===== src/rtl/mult_accum_pkg.sv =====
// Shared types and default widths for the multiply-accumulate stage.
// Optional feature: MAC_SATURATE_EN (saturating accumulation).
package mult_accum_pkg;

  typedef enum logic [1:0] {
    IDLE = 2'd0,
    RUN  = 2'd1,
    DONE = 2'd2
  } state_t;

  localparam int unsigned PROD_W_DEF = 8;
  localparam int unsigned ACC_W_DEF  = 16;
  localparam int unsigned CNT_W_DEF  = 4;

endpackage


===== src/rtl/mult_accum_stage_if.sv =====
// Control, product stream and result stream of the multiply-accumulate stage.
// The master side drives commands and products; the slave side is the stage.
interface mult_accum_stage_if #(
  parameter int unsigned PROD_W = mult_accum_pkg::PROD_W_DEF,
  parameter int unsigned ACC_W  = mult_accum_pkg::ACC_W_DEF,
  parameter int unsigned CNT_W  = mult_accum_pkg::CNT_W_DEF
);

  logic              start_i;
  logic [CNT_W-1:0]  len_i;
  logic              clear_i;
  logic [PROD_W-1:0] prod_i;
  logic              prod_valid_i;
  logic              prod_ready_o;
  logic [ACC_W-1:0]  acc_o;
  logic              acc_valid_o;
  logic              acc_ready_i;
  logic              busy_o;
  logic              ovf_o;

  modport master (
    output start_i, len_i, clear_i, prod_i, prod_valid_i, acc_ready_i,
    input  prod_ready_o, acc_o, acc_valid_o, busy_o, ovf_o
  );

  modport slave (
    input  start_i, len_i, clear_i, prod_i, prod_valid_i, acc_ready_i,
    output prod_ready_o, acc_o, acc_valid_o, busy_o, ovf_o
  );

endinterface


===== src/rtl/mult_accum_add.sv =====
// Accumulator adder: zero-extended product plus accumulator, with carry out.
// With MAC_SATURATE_EN defined a carry clamps the sum to all ones.
module mult_accum_add #(
  parameter int unsigned PROD_W = mult_accum_pkg::PROD_W_DEF,
  parameter int unsigned ACC_W  = mult_accum_pkg::ACC_W_DEF
) (
  input  logic [ACC_W-1:0]  acc,
  input  logic [PROD_W-1:0] prod,
  output logic [ACC_W-1:0]  sum,
  output logic              carry
);

  logic [ACC_W:0] full;

  // One extra bit captures the carry out of the accumulator width.
  always_comb begin
    full  = {1'b0, acc} + (ACC_W+1)'(prod);
    carry = full[ACC_W];
`ifdef MAC_SATURATE_EN
    sum   = carry ? {ACC_W{1'b1}} : full[ACC_W-1:0];
`else
    sum   = full[ACC_W-1:0];
`endif
  end

endmodule


===== src/rtl/mult_accum_stage.sv =====
// Multiply-accumulate stage: sums a burst of products into a wide accumulator
// and holds the result on a valid/ready output until taken.
// Optional feature: MAC_SATURATE_EN (saturate instead of wrap on overflow).
module mult_accum_stage
  import mult_accum_pkg::*;
#(
  parameter int unsigned PROD_W = PROD_W_DEF,
  parameter int unsigned ACC_W  = ACC_W_DEF,
  parameter int unsigned CNT_W  = CNT_W_DEF
) (
  input logic               clk,
  input logic               rst_n,
  mult_accum_stage_if.slave bus
);

  state_t             state_q, state_d;
  logic [ACC_W-1:0]   acc_q, acc_d;
  logic [CNT_W-1:0]   cnt_q, cnt_d;
  logic               ovf_q, ovf_d;
  logic [ACC_W-1:0]   add_sum;
  logic               add_carry;
  logic               prod_ready;
  logic               beat;

  mult_accum_add #(
    .PROD_W(PROD_W),
    .ACC_W (ACC_W)
  ) u_add (
    .acc  (acc_q),
    .prod (bus.prod_i),
    .sum  (add_sum),
    .carry(add_carry)
  );

  // Handshake qualifiers; clear suppresses acceptance of any offered beat.
  always_comb begin
    prod_ready = (state_q == RUN) && !bus.clear_i;
    beat       = prod_ready && bus.prod_valid_i;
  end

  // State and datapath registers.
  always_ff @(posedge clk or negedge rst_n) begin
    if (!rst_n) begin
      state_q <= IDLE;
      acc_q   <= '0;
      cnt_q   <= '0;
      ovf_q   <= 1'b0;
    end else begin
      state_q <= state_d;
      acc_q   <= acc_d;
      cnt_q   <= cnt_d;
      ovf_q   <= ovf_d;
    end
  end

  // Next-state and datapath update; clear overrides everything.
  always_comb begin
    state_d = state_q;
    acc_d   = acc_q;
    cnt_d   = cnt_q;
    ovf_d   = ovf_q;
    if (bus.clear_i) begin
      state_d = IDLE;
      acc_d   = '0;
      cnt_d   = '0;
      ovf_d   = 1'b0;
    end else begin
      unique case (state_q)
        IDLE: begin
          if (bus.start_i) begin
            acc_d = '0;
            ovf_d = 1'b0;
            if (bus.len_i == '0) begin
              state_d = DONE;
            end else begin
              cnt_d   = bus.len_i;
              state_d = RUN;
            end
          end
        end
        RUN: begin
          if (beat) begin
            acc_d = add_sum;
            ovf_d = ovf_q | add_carry;
            cnt_d = cnt_q - CNT_W'(1);
            if (cnt_q == CNT_W'(1)) begin
              state_d = DONE;
            end
          end
        end
        DONE: begin
          // start in the exit cycle is dropped: only registered IDLE honours it
          if (bus.acc_ready_i) begin
            state_d = IDLE;
          end
        end
        default: begin
          state_d = IDLE;
        end
      endcase
    end
  end

  // Output drive.
  always_comb begin
    bus.prod_ready_o = prod_ready;
    bus.acc_o        = acc_q;
    bus.acc_valid_o  = (state_q == DONE);
    bus.busy_o       = (state_q != IDLE);
    bus.ovf_o        = ovf_q;
  end

endmodule


===== src/flat_wrapper.sv =====
// flat-port wrapper written by rule: the top's interface ports become plain ports
module mult_accum_stage_flat import mult_accum_pkg::*;
#(
  parameter int unsigned PROD_W = PROD_W_DEF,
  parameter int unsigned ACC_W  = ACC_W_DEF,
  parameter int unsigned CNT_W  = CNT_W_DEF
)
  (clk, rst_n, bus_start_i, bus_len_i, bus_clear_i, bus_prod_i, bus_prod_valid_i, bus_acc_ready_i, bus_prod_ready_o, bus_acc_o, bus_acc_valid_o, bus_busy_o, bus_ovf_o);
  mult_accum_stage_if #(.PROD_W(PROD_W), .ACC_W(ACC_W), .CNT_W(CNT_W)) bus_i ();
  input logic clk;
  input logic rst_n;
  input wire logic [$bits(bus_i.start_i)-1:0] bus_start_i;
  input wire logic [$bits(bus_i.len_i)-1:0] bus_len_i;
  input wire logic [$bits(bus_i.clear_i)-1:0] bus_clear_i;
  input wire logic [$bits(bus_i.prod_i)-1:0] bus_prod_i;
  input wire logic [$bits(bus_i.prod_valid_i)-1:0] bus_prod_valid_i;
  input wire logic [$bits(bus_i.acc_ready_i)-1:0] bus_acc_ready_i;
  output wire logic [$bits(bus_i.prod_ready_o)-1:0] bus_prod_ready_o;
  output wire logic [$bits(bus_i.acc_o)-1:0] bus_acc_o;
  output wire logic [$bits(bus_i.acc_valid_o)-1:0] bus_acc_valid_o;
  output wire logic [$bits(bus_i.busy_o)-1:0] bus_busy_o;
  output wire logic [$bits(bus_i.ovf_o)-1:0] bus_ovf_o;
  assign bus_i.start_i = bus_start_i;
  assign bus_i.len_i = bus_len_i;
  assign bus_i.clear_i = bus_clear_i;
  assign bus_i.prod_i = bus_prod_i;
  assign bus_i.prod_valid_i = bus_prod_valid_i;
  assign bus_i.acc_ready_i = bus_acc_ready_i;
  assign bus_prod_ready_o = bus_i.prod_ready_o;
  assign bus_acc_o = bus_i.acc_o;
  assign bus_acc_valid_o = bus_i.acc_valid_o;
  assign bus_busy_o = bus_i.busy_o;
  assign bus_ovf_o = bus_i.ovf_o;
  mult_accum_stage #(.PROD_W(PROD_W), .ACC_W(ACC_W), .CNT_W(CNT_W)) u_core (.clk(clk), .rst_n(rst_n), .bus(bus_i));
endmodule

===== config.mk =====
export PLATFORM = sky130hd
export DESIGN_NAME = mult_accum_stage_flat
export DESIGN_NICKNAME = d
export VERILOG_FILES = /design/src/rtl/mult_accum_pkg.sv /design/src/rtl/mult_accum_stage_if.sv /design/src/rtl/mult_accum_add.sv /design/src/rtl/mult_accum_stage.sv /design/src/flat_wrapper.sv
export SDC_FILE = /design/constraint.sdc
export NUM_CORES = 1
export LEC_CHECK = 0
export BUFFER_PORTS_ARGS = -buffer_cell sky130_fd_sc_hd__buf_2
export CORE_MARGIN = 2
export CORE_UTILIZATION = 57
export CTS_CLUSTER_DIAMETER = 80
export DETAILED_ROUTE_END_ITERATION = 10
export GPL_ROUTABILITY_DRIVEN = 0
export PLACE_DENSITY = 0.84
export SYNTH_ARGS = -nofsm -noshare
export SYNTH_HDL_FRONTEND = slang
export SYNTH_SLANG_ARGS = --single-unit

===== constraint.sdc =====
create_clock -name clk -period 4.92 [get_ports clk]
set_clock_uncertainty 0.05 [all_clocks]
set_input_delay 0.984 -clock clk [delete_from_list [all_inputs] [get_ports clk]]
set_output_delay 0.984 -clock clk [all_outputs]
set_load 0.005 [all_outputs]

==> flow_metrics.tcl <==
set metrics [dict create \
    outcome "finished, final reports clean" \
    dp_hpwl_um 2710 \
    hold_viol_final 0 \
    finalCritPeriodShare 0.552 \
    reg2reg_from "u_core.bus.acc_o[0]" \
    cts_setup_buffers 0 \
    synth_cell_types 44 \
    finalSetupViolCount 0 \
    maxCapViolCount 0 \
    fin_nets 244 \
    critical_path_class "in -> reg" \
    vias 1497 \
    switching_power_uw 138 \
    leakage_uw 0.000961 \
    antenna_left 0 \
    clkSlewWorstSetupHoldPaths_ns 0.13 \
    firstDrtPassIters 4 \
    final_util 0.668 \
    ys_top_cells_by_area "dfrtp_1 37%, ha_1 8.0%, nand2_1 4.8%" \
    arrival_ns 2.91 \
    die_w_um 56.5 \
    io-pin-count 38 \
    async_flop_share 1.00 \
    cts.sinks 23 \
    die-area_um2 3200 \
    synthFlopType "dfrtp_1" \
    synth_most_common_cell "dfrtp_1" \
    cts_buffers 3 \
    hold_class "reg -> reg" \
    vias_per_cell 6.11 \
    ir_drop_uv 156 \
    yosysTopAreaCell "dfrtp_1" \
    drc 0 \
    period_minus_slack_ns 2.72 \
    synth_area_um2 1570 \
    syn_nets 206 \
    max_freq_ghz 0.368 \
    drv_slew 0 \
    timing.final.ws_setup_ns 2.20 \
    synth_seq_cells 23 \
    clockBufferDepth 2 \
    rsz0062_at_grt "no" \
    diodes 0 \
    wire_per_inst_um 14.6 \
    slew_headroom 0.580 \
    power_density_nw_per_um2 230 \
    grt_max_degree 24 \
    drt-initial-drc-count 51 \
    dp.cells 241 \
    initial_core_util 0.585 \
    fin_tns_setup_ns 0 \
    seqPwrFrac 0.521 \
    cts_root_buf "clkbuf_4" \
    rrSetupSlack_ns 2.54 \
    dieHeight_um 56.5 \
    drive_gt1_frac 0.220 \
    post_dp_cell_area_um2 1770 \
    worst_slew_pin_slew_ns 0.629 \
    critical_path.endpoint_type "flip-flop" \
    cp-startpoint "bus_prod_i[0]" \
    htree_levels 1 \
    ctsHoldBuffers 0 \
    tritoncts "built" \
    grt_pass1_wl_um 5840 \
    std_cell_rows 19 \
    fin_area_um2 1790 \
    crit_end "u_core.bus.acc_o[8]" \
    stdcell_count 245 \
    synth_commonest_cells "23 x dfrtp_1, 20 x nand2_1, 14 x a21oi_1, 14 x nor2_1, 10 x ha_1" \
    synth_warnings 0 \
    grt_overflow 0 \
    required_ns 5.12 \
    dp_worst_setup_slack_ns 1.92 \
    synth.top_cell.area_share 0.366 \
    coreArea_um2 2690 \
    cts_resized 0 \
    p_int_uw 275 \
    totalWireLength_um 3580 \
    ff2ff_path_depth 8 \
    syn_area_per_cell_um2 8.89 \
    comb_power_share 0.265 \
    worstPathMaxFanout 3 \
    synth_edf_count 0 \
    port_buffers 37 \
    worstReg2RegEnd "u_core.bus.acc_o[8]" \
    syn_inst 177 \
    p_sw_frac 0.334 \
    clkPwrFrac 0.214 \
    track_usage 0.228 \
    first_global_vias 1391 \
    start_kind "input port" \
    syn2layout_area_growth_pct 14.1 \
    worstSkewPairLatency_ns 0.31 \
    ys_seq_area_frac 0.366 \
    antenna_found_initial 0 \
]
-- cell usage in the layout, fill, tap and decap left out, drive strengths merged, types with 2 or more instances in the layout --
master	count
o21a	2
ha	10
o31ai	4
o21ai	14
a21oi	15
nand2b	5
nor2b	2
xnor2	3
and3	6
nand2	20
xor2	2
a21o	5
clkbuf	3
nor3	4
mux2i	4
nand3	3
inv	8
and4	2
nand4	5
nor3b	2
or3	2
and3b	2
or4	2
buf	37
dfrtp	23
nor2	14
-- how the worst min path moves through the flow --
stage | from | to | slack (ns) | cells past startpoint
final | u_core.bus.acc_o[5] | u_core.bus.acc_o[5] | 0.47 | 2
after global placement | u_core.bus.acc_o[4] | u_core.bus.acc_o[4] | 0.44 | 2
after CTS | u_core.bus.ovf_o | u_core.bus.ovf_o | 0.48 | 2
after global routing | u_core.bus.ovf_o | u_core.bus.ovf_o | 0.51 | 2
after floorplan | u_core.cnt_q[3] | u_core.cnt_q[3] | 0.43 | 2
after detailed placement | u_core.bus.ovf_o | u_core.bus.ovf_o | 0.45 | 2
-- area by class of cell --
cell class	instances	area [µm²]
repair buffers	37	185
fillers	232	892
flip-flops and latches	23	576
clock buffers	3	22.5
inverters	8	30.0
multi-input cells	142	937
clock inverters	1	5.00
well taps	31	38.8
-- power groups by stage --
stage          clock (µW)  combinational [µW]  sequential, µW
2_1_floorplan           0                80.2             212
3_3_place_gp            0                 102             216
3_5_place_dp            0                 108             218
4_1_cts              91.2                 109             214
5_1_grt              99.7                 122             217
6_report             88.2                 109             215
-- critical path: stages --
cell and delay [ns]:
buf_2 0.08, ha_1 0.17, inv_1 0.06, fa_1 0.40, and2b_1 0.22, o2111ai_1 0.14
and3_1 0.23, or4_1 0.47, a21oi_1 0.16
-- routing by layer --
| layer | part of all wire | vias up | global-route usage |
|---|---|---|---|
| li1 | - | 721 | - |
| met1 | 0.42 | 716 | 0.287 |
| met2 | 0.51 | 50 | 0.394 |
| met3 | 0.048 | 10 | 0.0323 |
| met4 | 0.019 | 0 | 0.0850 |
| met5 | 0 | - | 0 |
-- sequential cells by signal (all words and copies together) (netlist names) --
register / cells
u_core.state_q: 2
u_core.bus.ovf_o: 1
u_core.bus.acc_o: 16
u_core.cnt_q: 4
-- cells by family (layout without fill, tap and decap cells) --
| kind of cell | after synthesis | after routing | share of synthesized area |
|---|---|---|---|
| muxes | 5 | 5 | 0.0350 |
| buffers and inverters | 12 | 49 | 0.0382 |
| AOI/OAI and AO/OA | 49 | 49 | 0.200 |
| adders and majority gates | 11 | 11 | 0.0923 |
| xor gates and xnor gates | 5 | 5 | 0.0278 |
| and+or+nand+nor | 72 | 72 | 0.240 |
| DFF | 23 | 23 | 0.366 |
-- stage by stage --
| step | hold WS [ns] | power (µW) |
|---|---|---|
| 2_1_floorplan | 0.427 | 292 |
| 3_3_place_gp | 0.438 | 318 |
| 3_5_place_dp | 0.447 | 325 |
| 4_1_cts | 0.478 | 414 |
| 5_1_grt | 0.506 | 439 |
| 6_report | 0.469 | 412 |
No activity file was read; power rests on OpenSTA's default activity.
